==> src/rtl/uart_pkg.sv <==
// uart_pkg: shared definitions for the UART transmit path.
//   - uart_state_t : frame sequencer state encoding (3 bits)
//   - LINE_IDLE / LINE_START : serial line levels
//   - cnt_width()  : counter width helper, never narrower than 1 bit
//   - DEF_* / *_W  : default frame geometry and the counter widths it implies
package uart_pkg;

  typedef enum logic [2:0] {
    IDLE   = 3'd0,
    START  = 3'd1,
    DATA   = 3'd2,
    PARITY = 3'd3,
    STOP   = 3'd4
  } uart_state_t;

  localparam logic LINE_IDLE  = 1'b1;
  localparam logic LINE_START = 1'b0;

  // $clog2(1) is 0, which would give a zero-width counter.
  function automatic int cnt_width(input int n);
    return (n > 1) ? $clog2(n) : 1;
  endfunction

  localparam int DEF_DATA_WIDTH   = 8;
  localparam int DEF_CLKS_PER_BIT = 16;
  localparam int DEF_STOP_BITS    = 1;
  localparam int DEF_CLK_CNT_W    = cnt_width(DEF_CLKS_PER_BIT);
  localparam int DEF_BIT_CNT_W    = cnt_width(DEF_DATA_WIDTH);

endpackage

==> src/rtl/uart_tx_shifter.sv <==
// uart_tx_shifter: data shift register and bit counter for the transmit path.
// Ports:
//   clk       in   clock
//   rst       in   asynchronous active-high reset
//   load      in   capture data_in, clear the bit counter
//   shift     in   shift right by one, advance the bit counter
//   data_in   in   DATA_WIDTH word to serialise (LSB first)
//   lsb_next  out  bit 0 of the value the register holds after this edge
//   last_bit  out  the bit currently on the line is the final data bit
module uart_tx_shifter
  import uart_pkg::*;
#(
  parameter int DATA_WIDTH = DEF_DATA_WIDTH
) (
  input  logic                  clk,
  input  logic                  rst,
  input  logic                  load,
  input  logic                  shift,
  input  logic [DATA_WIDTH-1:0] data_in,
  output logic                  lsb_next,
  output logic                  last_bit
);

  localparam int BIT_W = cnt_width(DATA_WIDTH);

  logic [DATA_WIDTH-1:0] shift_q;
  logic [DATA_WIDTH-1:0] shift_d;
  logic [BIT_W-1:0]      bit_cnt;

  always_comb begin
    shift_d = shift_q;
    if (load) begin
      shift_d = data_in;
    end else if (shift) begin
      shift_d = shift_q >> 1;
    end
  end

  // The top registers tx_out, so it needs the bit that will be on the line
  // after this edge rather than the current one.
  assign lsb_next = shift_d[0];
  assign last_bit = (bit_cnt == BIT_W'(DATA_WIDTH - 1));

  always_ff @(posedge clk or posedge rst) begin
    if (rst) begin
      shift_q <= '0;
      bit_cnt <= '0;
    end else begin
      shift_q <= shift_d;
      if (load) begin
        bit_cnt <= '0;
      end else if (shift) begin
        bit_cnt <= bit_cnt + 1'b1;
      end
    end
  end

endmodule

==> src/rtl/uart_tx_ctrl.sv <==
// uart_tx_ctrl: UART transmit frame sequencer.
// Sends start, DATA_WIDTH data bits (LSB first), optional parity and
// STOP_BITS stop bits, each CLKS_PER_BIT UCLK cycles long.
// Ports:
//   UCLK           in   clock
//   reset          in   asynchronous active-high reset
//   data_valid     in   upstream word present
//   parallel_data  in   word to transmit
//   parity_en      in   append parity bit to this frame (sampled at accept)
//   parity_bit     in   registered odd parity from the parity generator
//   err_inj        in   invert the parity bit of this frame (only with
//                       UART_TX_ERR_INJ_EN defined; sampled at accept)
//   par_load       out  load strobe to the parity generator (combinational)
//   tx_out         out  serial line, idles high
//   busy           out  a frame is in progress
//   tx_done        out  one-cycle pulse at frame completion
// Build option: define UART_TX_ERR_INJ_EN to add the err_inj input.
//
// state  | meaning
// IDLE   | line high; accepts a word when data_valid is high
// START  | start bit (low)
// DATA   | data bits, LSB first
// PARITY | parity bit from the captured generator result
// STOP   | stop bit(s) except the final cycle
//
// The final stop cycle is spent in IDLE with tx_done high. The line is high
// there anyway, and it lets a word offered in that cycle start its start bit
// on the very next cycle, so back-to-back frames have no idle gap.
module uart_tx_ctrl
  import uart_pkg::*;
#(
  parameter int DATA_WIDTH   = DEF_DATA_WIDTH,
  parameter int CLKS_PER_BIT = DEF_CLKS_PER_BIT,
  parameter int STOP_BITS    = DEF_STOP_BITS
) (
  input  logic                  UCLK,
  input  logic                  reset,
  input  logic                  data_valid,
  input  logic [DATA_WIDTH-1:0] parallel_data,
  input  logic                  parity_en,
  input  logic                  parity_bit,
`ifdef UART_TX_ERR_INJ_EN
  input  logic                  err_inj,
`endif
  output logic                  par_load,
  output logic                  tx_out,
  output logic                  busy,
  output logic                  tx_done
);

  localparam int CNT_W       = cnt_width(CLKS_PER_BIT);
  localparam int STOP_CYCLES = STOP_BITS * CLKS_PER_BIT;
  localparam int STOP_W      = cnt_width(STOP_CYCLES);
  // STOP covers all stop cycles but the last one; exit on its final cycle.
  localparam int STOP_LAST   = (STOP_CYCLES >= 2) ? STOP_CYCLES - 2 : 0;
  // With a single stop cycle in total, that cycle is the tx_done cycle.
  localparam uart_state_t AFTER_BITS = (STOP_CYCLES == 1) ? IDLE : STOP;

  uart_state_t       state;
  uart_state_t       state_nxt;
  logic [CNT_W-1:0]  clk_cnt;
  logic [STOP_W-1:0] stop_cnt;
  logic              par_en_q;
  logic              par_q;
  logic              par_line;
  logic              bit_end;
  logic              stop_end;
  logic              shift_en;
  logic              par_cap;
  logic              done_nxt;
  logic              line_nxt;
  logic              lsb_next;
  logic              last_bit;

  assign par_load = data_valid && (state == IDLE);
  assign bit_end  = (clk_cnt == CNT_W'(CLKS_PER_BIT - 1));
  assign stop_end = (stop_cnt == STOP_W'(STOP_LAST));

`ifdef UART_TX_ERR_INJ_EN
  logic inj_q;
  assign par_line = par_q ^ inj_q;
`else
  assign par_line = par_q;
`endif

  uart_tx_shifter #(
    .DATA_WIDTH (DATA_WIDTH)
  ) u_shifter (
    .clk      (UCLK),
    .rst      (reset),
    .load     (par_load),
    .shift    (shift_en),
    .data_in  (parallel_data),
    .lsb_next (lsb_next),
    .last_bit (last_bit)
  );

  always_comb begin
    state_nxt = state;
    shift_en  = 1'b0;
    par_cap   = 1'b0;
    case (state)
      IDLE: begin
        if (data_valid) begin
          state_nxt = START;
        end
      end
      START: begin
        if (bit_end) begin
          // Generator was loaded at accept; its result has settled by now.
          par_cap   = 1'b1;
          state_nxt = DATA;
        end
      end
      DATA: begin
        if (bit_end) begin
          shift_en = 1'b1;
          if (last_bit) begin
            state_nxt = par_en_q ? PARITY : AFTER_BITS;
          end
        end
      end
      PARITY: begin
        if (bit_end) begin
          state_nxt = AFTER_BITS;
        end
      end
      STOP: begin
        if (stop_end) begin
          state_nxt = IDLE;
        end
      end
      default: state_nxt = IDLE;
    endcase
    done_nxt = (state != IDLE) && (state_nxt == IDLE);
  end

  // Line level for the state being entered, so tx_out comes straight off a flop.
  always_comb begin
    line_nxt = LINE_IDLE;
    case (state_nxt)
      START:   line_nxt = LINE_START;
      DATA:    line_nxt = lsb_next;
      PARITY:  line_nxt = par_line;
      default: line_nxt = LINE_IDLE;
    endcase
  end

  always_ff @(posedge UCLK or posedge reset) begin
    if (reset) begin
      state    <= IDLE;
      clk_cnt  <= '0;
      stop_cnt <= '0;
      par_en_q <= 1'b0;
      par_q    <= 1'b0;
      tx_out   <= LINE_IDLE;
      busy     <= 1'b0;
      tx_done  <= 1'b0;
    end else begin
      state <= state_nxt;
      if ((state == IDLE) || bit_end) begin
        clk_cnt <= '0;
      end else begin
        clk_cnt <= clk_cnt + 1'b1;
      end
      if (state == STOP) begin
        stop_cnt <= stop_cnt + 1'b1;
      end else begin
        stop_cnt <= '0;
      end
      if (par_load) begin
        par_en_q <= parity_en;
      end
      if (par_cap) begin
        par_q <= parity_bit;
      end
      tx_out  <= line_nxt;
      busy    <= (state_nxt != IDLE);
      tx_done <= done_nxt;
    end
  end

`ifdef UART_TX_ERR_INJ_EN
  always_ff @(posedge UCLK or posedge reset) begin
    if (reset) begin
      inj_q <= 1'b0;
    end else if (par_load) begin
      inj_q <= err_inj;
    end
  end
`endif

endmodule
==> config.mk <==
export PLATFORM = sky130hd
export DESIGN_NAME = uart_tx_ctrl
export DESIGN_NICKNAME = d
export VERILOG_FILES = /design/src/rtl/uart_pkg.sv /design/src/rtl/uart_tx_shifter.sv /design/src/rtl/uart_tx_ctrl.sv
export SDC_FILE = /design/constraint.sdc
export NUM_CORES = 1
export LEC_CHECK = 0
export ABC_AREA = 1
export CAP_MARGIN = 20
export CORE_MARGIN = 5
export CORE_UTILIZATION = 25
export CTS_CLUSTER_DIAMETER = 120
export DETAILED_ROUTE_END_ITERATION = 8
export PLACE_DENSITY_LB_ADDON = 0.3
export SETUP_SLACK_MARGIN = 0.02
export SYNTH_ARGS = -nofsm -noshare
export SYNTH_HDL_FRONTEND = slang
export SYNTH_HIERARCHICAL = 1
export SYNTH_SLANG_ARGS = --single-unit
==> constraint.sdc <==
create_clock -name UCLK -period 2.6 [get_ports UCLK]
set_input_delay 0.26 -clock UCLK [delete_from_list [all_inputs] [get_ports UCLK]]
set_output_delay 0.26 -clock UCLK [all_outputs]
set_load 0.005 [all_outputs]
==> results by group <==
Clock network
  – Setup Buffers After CTS: 0
  – CTS root buffer: clkbuf_8
  – Clk_lat worst skew: 0.28 ns
  – Sink Count: 27
  – Max clock buf depth: 2
  – # hold bufs at CTS: 0
  – Post-cts resize count: 0
  – Clock-pin transition on the worst setup and hold timing paths: 0.10 ns
  – Clock tree from TritonCTS: built
  – CTS buffer count: 3
  – H-tree levels: 1

Worst setup path
  – R2R Path End: tx_out
  – Critical Path AT: 1.68 ns
  – R2R depth: 11
  – Family with the most delay on the worst path: buffers and inverters
  – Critical path depth: 4
  – Worst path cell trace: nor2_1 > nand3_1 > inv_1 > clkdlybuf4s50_1
  – Worst R2R Start: clk_cnt[0]
  – Critical path's slowest cell: clkdlybuf4s50_1
  – Slowest cell delay on critical path: 0.50 ns
  – WS Path Type: flop to output pin
  – Buf/Inv on CP: 2
  – Setup crit end: par_load
  – Worst Setup SP: state[1]
  – Worst-path fanout max: 4
  – Crit. End Element: output pin
  – CP required: 2.34 ns
  – Reg2Reg Setup Slack: 0.85 ns
  – CP startpoint kind: flop

Timing
  – Max-slew headroom: 58.3%
  – Tcrit/Tclk final: 74.7%
  – Setup_tns: 0 ns
  – WHS: 0.300 ns
  – Clk_skew: 0.0138 ns
  – Max Slew Vio Count: 0
  – Final hold violation count: 0
  – Final WS setup: 0.659 ns
  – RSZ-0062 raised after global routing: no
  – Worst-margin pin slew: 0.625 ns
  – Max Fclk: 0.515 GHz
  – Final setup viols: 0
  – Crit path time final: 1.94 ns

Floorplan
  – Die area: 6870 µm²
  – I/O pin cnt: 17
  – Die height: 82.9 µm
  – Row count: 26
  – Core area: 5140 µm²
  – Initial core utilization: 25.8%
  – Die width: 82.9 µm

Power and ir drop
  – Power per cell area: 430 nW/µm²
  – Total power draw: 692 µW
  – P_leak: 0.803 nW
  – Max IR drop VDD: 0.270 mV

Yosys
  – Post-synth EDFFs: 0
  – Top_reg_cell synth: dfrtp_1
  – Mapped Area: 1330 µm²
  – Synth area leaders: dfrtp_1 49%, nand2_1 10%, nand3_1 9.4%, inv_1 4.8%, ha_1 4.7%
  – Top-area cell type share of the netlist area: 49.0%
  – Most frequent cells after synthesis: 36 x nand2_1, 26 x dfrtp_1, 25 x nand3_1
  – Synthesized area per cell: 8.73 µm²
  – Sequential area share after synthesis: 51.0%
  – Net Count, Synth: 170
  – #FFs+latches synth: 27
  – Ys async rst share: 100%
  – Ys Warns: 6
  – Yosys top cell by area: dfrtp_1
  – Top-count cell post-synth: nand2_1
  – Synthesized instance count: 152
  – Synth cell types: 23

Finish
  – Post-Layout Inst Area: 1610 µm²
  – Nets: 190
  – Final core occ: 31.3%
  – Layout cells sized above 1: 12.9%
  – Area grow syn2layout: 21.2%
  – Fin cells: 241
  – Antenna Cells: 0
  – Layout filler cell count: 583

Status
  – Status: completed

Routing
  – WL final: 2410 µm
  – DR iter-0 viols: 50
  – WL/cell: 10.0 µm
  – Antenna Violating Nets Remaining: 0
  – DRC: 0
  – Via Count: 989
  – DR vias/cell: 4.10
  – Initial DRT Pass Iterations: 4

Global route
  – Largest net degree at the start of global routing: 17
  – Tot GR Track Use: 7.46%
  – Overflow after GRT: 0
  – Antenna violations before repair: 0
  – Vias in the first global route: 979
  – First-pass GRT wire length: 4280 µm

Placed design
  – Area after DPL: 1560 µm²
  – Place WS: 0.806 ns
  – RD Place Congestion: 0.745
  – Dpl hpwl: 1860 µm
  – IO buf count: 16
  – DP Cell Count: 237

Worst hold path
  – Hold Path Class: primary input to async pin

Job
  – Max Cap Viol: 0
## report_power, final
group | internal (mW) | total (mW) | switching [mW]
logic | 0.0161 | 0.0275 | 0.0114
registers | 0.420 | 0.421 | 0.000159
clock network | 0.109 | 0.244 | 0.136
## cells in the final DEF (no fill, tap or decap)
master,netlist,final
a21oi_1,2,2
a21oi_2,1,1
buf_4,1,2
clkbuf_8,0,3
clkdlybuf4s50_1,0,16
clkinvlp_4,0,1
dfrtp_1,26,26
dfstp_2,1,1
ha_1,5,5
inv_1,17,17
inv_2,4,4
nand2_1,36,36
nand2_2,1,1
nand3_1,25,25
nand3_2,3,3
nand3_4,1,1
nor2_1,14,14
nor2_2,3,3
nor2_4,1,1
nor3_1,1,1
o21ai_0,2,2
o21ai_1,1,1
o21ai_2,1,1
xnor2_1,2,2
xor2_1,2,2
## registers in the layout (all words and copies together) (netlist names)
register and cells:
u_shifter/shift_q 8, clk_cnt 4, stop_cnt 4, state 3, u_shifter/bit_cnt 3, busy 1, par_en_q 1, par_line 1
tx_done 1, tx_out 1
## how the worst min path moves through the flow
stage                from  slack, ns                   end  cells past startpoint
4_1_cts             reset       0.31  u_shifter/bit_cnt[2]                      2
6_report            reset       0.30  u_shifter/bit_cnt[2]                      2
2_1_floorplan       reset       0.11  u_shifter/bit_cnt[0]                      1
3_5_place_dp   clk_cnt[0]       0.46            clk_cnt[0]                      1
5_1_grt             reset       0.34  u_shifter/bit_cnt[2]                      2
3_3_place_gp   clk_cnt[0]       0.46            clk_cnt[0]                      1
## per-layer routing
metal  part of all wire [%]  wire [µm]  track usage, %  vias to the layer above
li1                       -          -               -                      516
met1                     46       1100            8.65                      450
met2                     48       1170            13.3                       21
met3                    5.1        122            2.57                        2
met4                   0.79         19            1.34                        0
met5                      0          0               0                        -
## final cells by class
type / count / area, µm² / share of cell area, %
clock buffer: 3 / 41.3 / 2.57
clock inverter: 1 / 7.51 / 0.467
inverter: 21 / 78.8 / 4.90
multi-input combinational: 101 / 542 / 33.7
sequential: 27 / 677 / 42.1
tap: 70 / 87.6 / 5.44
timing repair buffer: 18 / 175 / 10.9
## worst reg2reg max path, stage by stage (launching register included)
cell	delay, ns
dfrtp_1	0.41
ha_1	0.25
nand3_4	0.14
nor2_1	0.07
buf_4	0.18
nor2_4	0.22
nand2_1	0.08
nand3_1	0.09
inv_1	0.05
nand3_1	0.07
nand3_1	0.07
nand2_1	0.07
## cells by family (layout without fill, tap and decap cells)
family | count (synthesis) | after routing | synth area share [%]
flops | 27 | 27 | 51.0
fa+ha+maj | 5 | 5 | 4.71
compound gates | 7 | 7 | 3.20
buf+inv | 24 | 43 | 8.20
xor+xnor | 4 | 4 | 2.64
simple gates | 85 | 85 | 30.3
Power figures use the tool's default switching activity.
==> RTL edit, RTL diff (same flow settings) <==
Encoding of `uart_state_t`: now Gray code (3 bits for 5 states).
--- a/src/rtl/uart_pkg.sv
+++ b/src/rtl/uart_pkg.sv
@@ -6,11 +6,11 @@
 package uart_pkg;
 
   typedef enum logic [2:0] {
-    IDLE   = 3'd0,
-    START  = 3'd1,
-    DATA   = 3'd2,
-    PARITY = 3'd3,
-    STOP   = 3'd4
+    IDLE   = 3'b000,
+    START  = 3'b001,
+    DATA   = 3'b011,
+    PARITY = 3'b010,
+    STOP   = 3'b110
   } uart_state_t;
 
   localparam logic LINE_IDLE  = 1'b1;
Check against the original RTL: same outputs for any inputs over 10 cycles, from zero or initial values and one cycle with reset high; not proved beyond that.
==> RTL edit against the unedited design <==
- clock power is 4% lower
- worst setup slack got worse by 0.15 ns
- sequential cell count unchanged
- first-iteration DRC count shrank 26%
- routed wire length decreased by 3.7%
- critical endpoint unchanged
- via count decreased by 5.4%
- final cell count fell by 6.2%
- total power grew 1.4%
- cell area is 4.4% lower
- area after synthesis fell by 4.7%
- sequential power grew 2%
- sequential share of layout area rose by 1.9 points
- synthesized cell count down 7.9%
- register-to-register slack worse by 0.11 ns
==> RTL edit: results (changes against the unedited design) <==
- The synthesized net count is 158 (-7.1%).
- The highest ir drop seen on vdd was 232 uV (-14%).
- The CTS H-tree depth is 1 (unchanged).
* Routability congestion estimate: 0.742 (-0.42%)
* Leading cell types by total area after synthesis: dfrtp_1, nand3_1, nand2_1
- The instance area after placement is 1490 um^2 (-4.3%).
- The delay of the slowest cell on the worst path is 0.53 ns (+0.03 ns).
* Final Net Count: 178 (-6.3%)
- The static power due to leakage is 0.732 nW (-8.8%).
- Result of the run: completed
- The placed cell count was 222 (-6.3%).
- Switching power share of the total: 20.5% (-0.70 points)
- Layout Cells excl Fill: 226 (-6.2%)
- Relative contribution of the clock network to total power: 33.5% (-1.8 points)
- The wire length of the first global-routing pass was 4.11 mm (-4.2%).
* Portion of total power attributed to combinational logic: 5.2% (+1.2 points)
- The via count of the first global-routing pass is 903 (-7.8%).
- Number of distinct library cells after synthesis: 22 (-4.3%)
* Dpl hpwl: 1.84 mm (-0.95%)
- Cell depth of the worst flop-to-flop path: 12 (+1)
- The relative slew slack is 59.9% (+1.6 points).
- Design Power: 0.000702 W (+1.4%)
- Worst-path fanout max: 13 (+9)
* Post-Place Setup Slack: 0.731 ns (-0.0747 ns)
* Critical path data arrival time: 1.83 ns (+0.15 ns)
- The total wirelength of the detailed-routed design was 2.32 mm (-3.7%).
* Number of cells produced by synthesis: 140 (-7.9%)
- The fraction of layout instances using a drive strength above 1 is 11.9% (-0.92 points).
- Clock skew after layout: 0.00359 ns (-0.0102 ns)
- Count of routing violations after the opening detailed-route iteration: 37 (-26%)
- Aggregate global-route resource usage: 8.16% (+0.70 points)
* Sequential-to-total area share from yosys stat: 53.5% (+2.5 points)
- FFs w/ async S/R, synth: 100% (unchanged)
-- RTL edit: changes by cell type in the layout (fill, tap and decap cells not counted), sizes merged --
cell | unedited run | this run
xnor2 | 2 | 1
nand2 | 37 | 35
nand3 | 29 | 26
clkbuf | 3 | 4
a21oi | 3 | 1
nor3b | 0 | 1
o21ai | 4 | 3
nand3b | 0 | 1
inv | 21 | 16
clkinvlp | 1 | 0
-- RTL edit: cell families (layout without fill, tap and decap cells) --
group	Yosys count	in the layout	share of synthesized area, %
buf+inv	19	38	7.12
compound gates	4	4	1.58
xor+xnor	3	3	2.08
fa+ha+maj	5	5	4.95
simple gates	82	82	30.8
flops	27	27	53.5
-- RTL edit: final cells by class --
type | count | area [um^2]
fill | 511 | 3280
multi-input combinational | 94 | 498
inverter | 16 | 60.1
sequential | 27 | 677
clock buffer | 4 | 45.0
tap | 67 | 83.8
timing repair buffer | 18 | 175
-- RTL edit: path summary, 6_finish.rpt --
kind | from | end | slack (ns)
setup reg to reg | clk_cnt[0] | tx_out | 0.74
max in group asynchronous | reset | state[1] | 1.83
hold / removal | reset | u_shifter/bit_cnt[0] | 0.30
min in group UCLK | clk_cnt[0] | clk_cnt[0] | 0.47
hold reg to reg | clk_cnt[0] | clk_cnt[0] | 0.47
setup / recovery | state[2] | par_load | 0.51
-- RTL edit: worst register-to-register path, stage by stage, from the launching register on --
cell and delay (ns):
dfrtp_1 0.38, ha_1 0.19, nand2_2 0.08, nor2_4 0.14, inv_1 0.07, nor3_1 0.39
nor2_4 0.14, nand2_1 0.09, nand3_1 0.09, inv_1 0.06, nand2_1 0.05, nand3_1 0.06
nand2_1 0.05
-- RTL edit: routing by layer --
layer	wire, um	track usage, %	share of wire (%)
met1	1060	10.4	46
met2	1120	12.6	48
met3	124	3.22	5.3
met4	18	2.53	0.78
met5	0	0	0
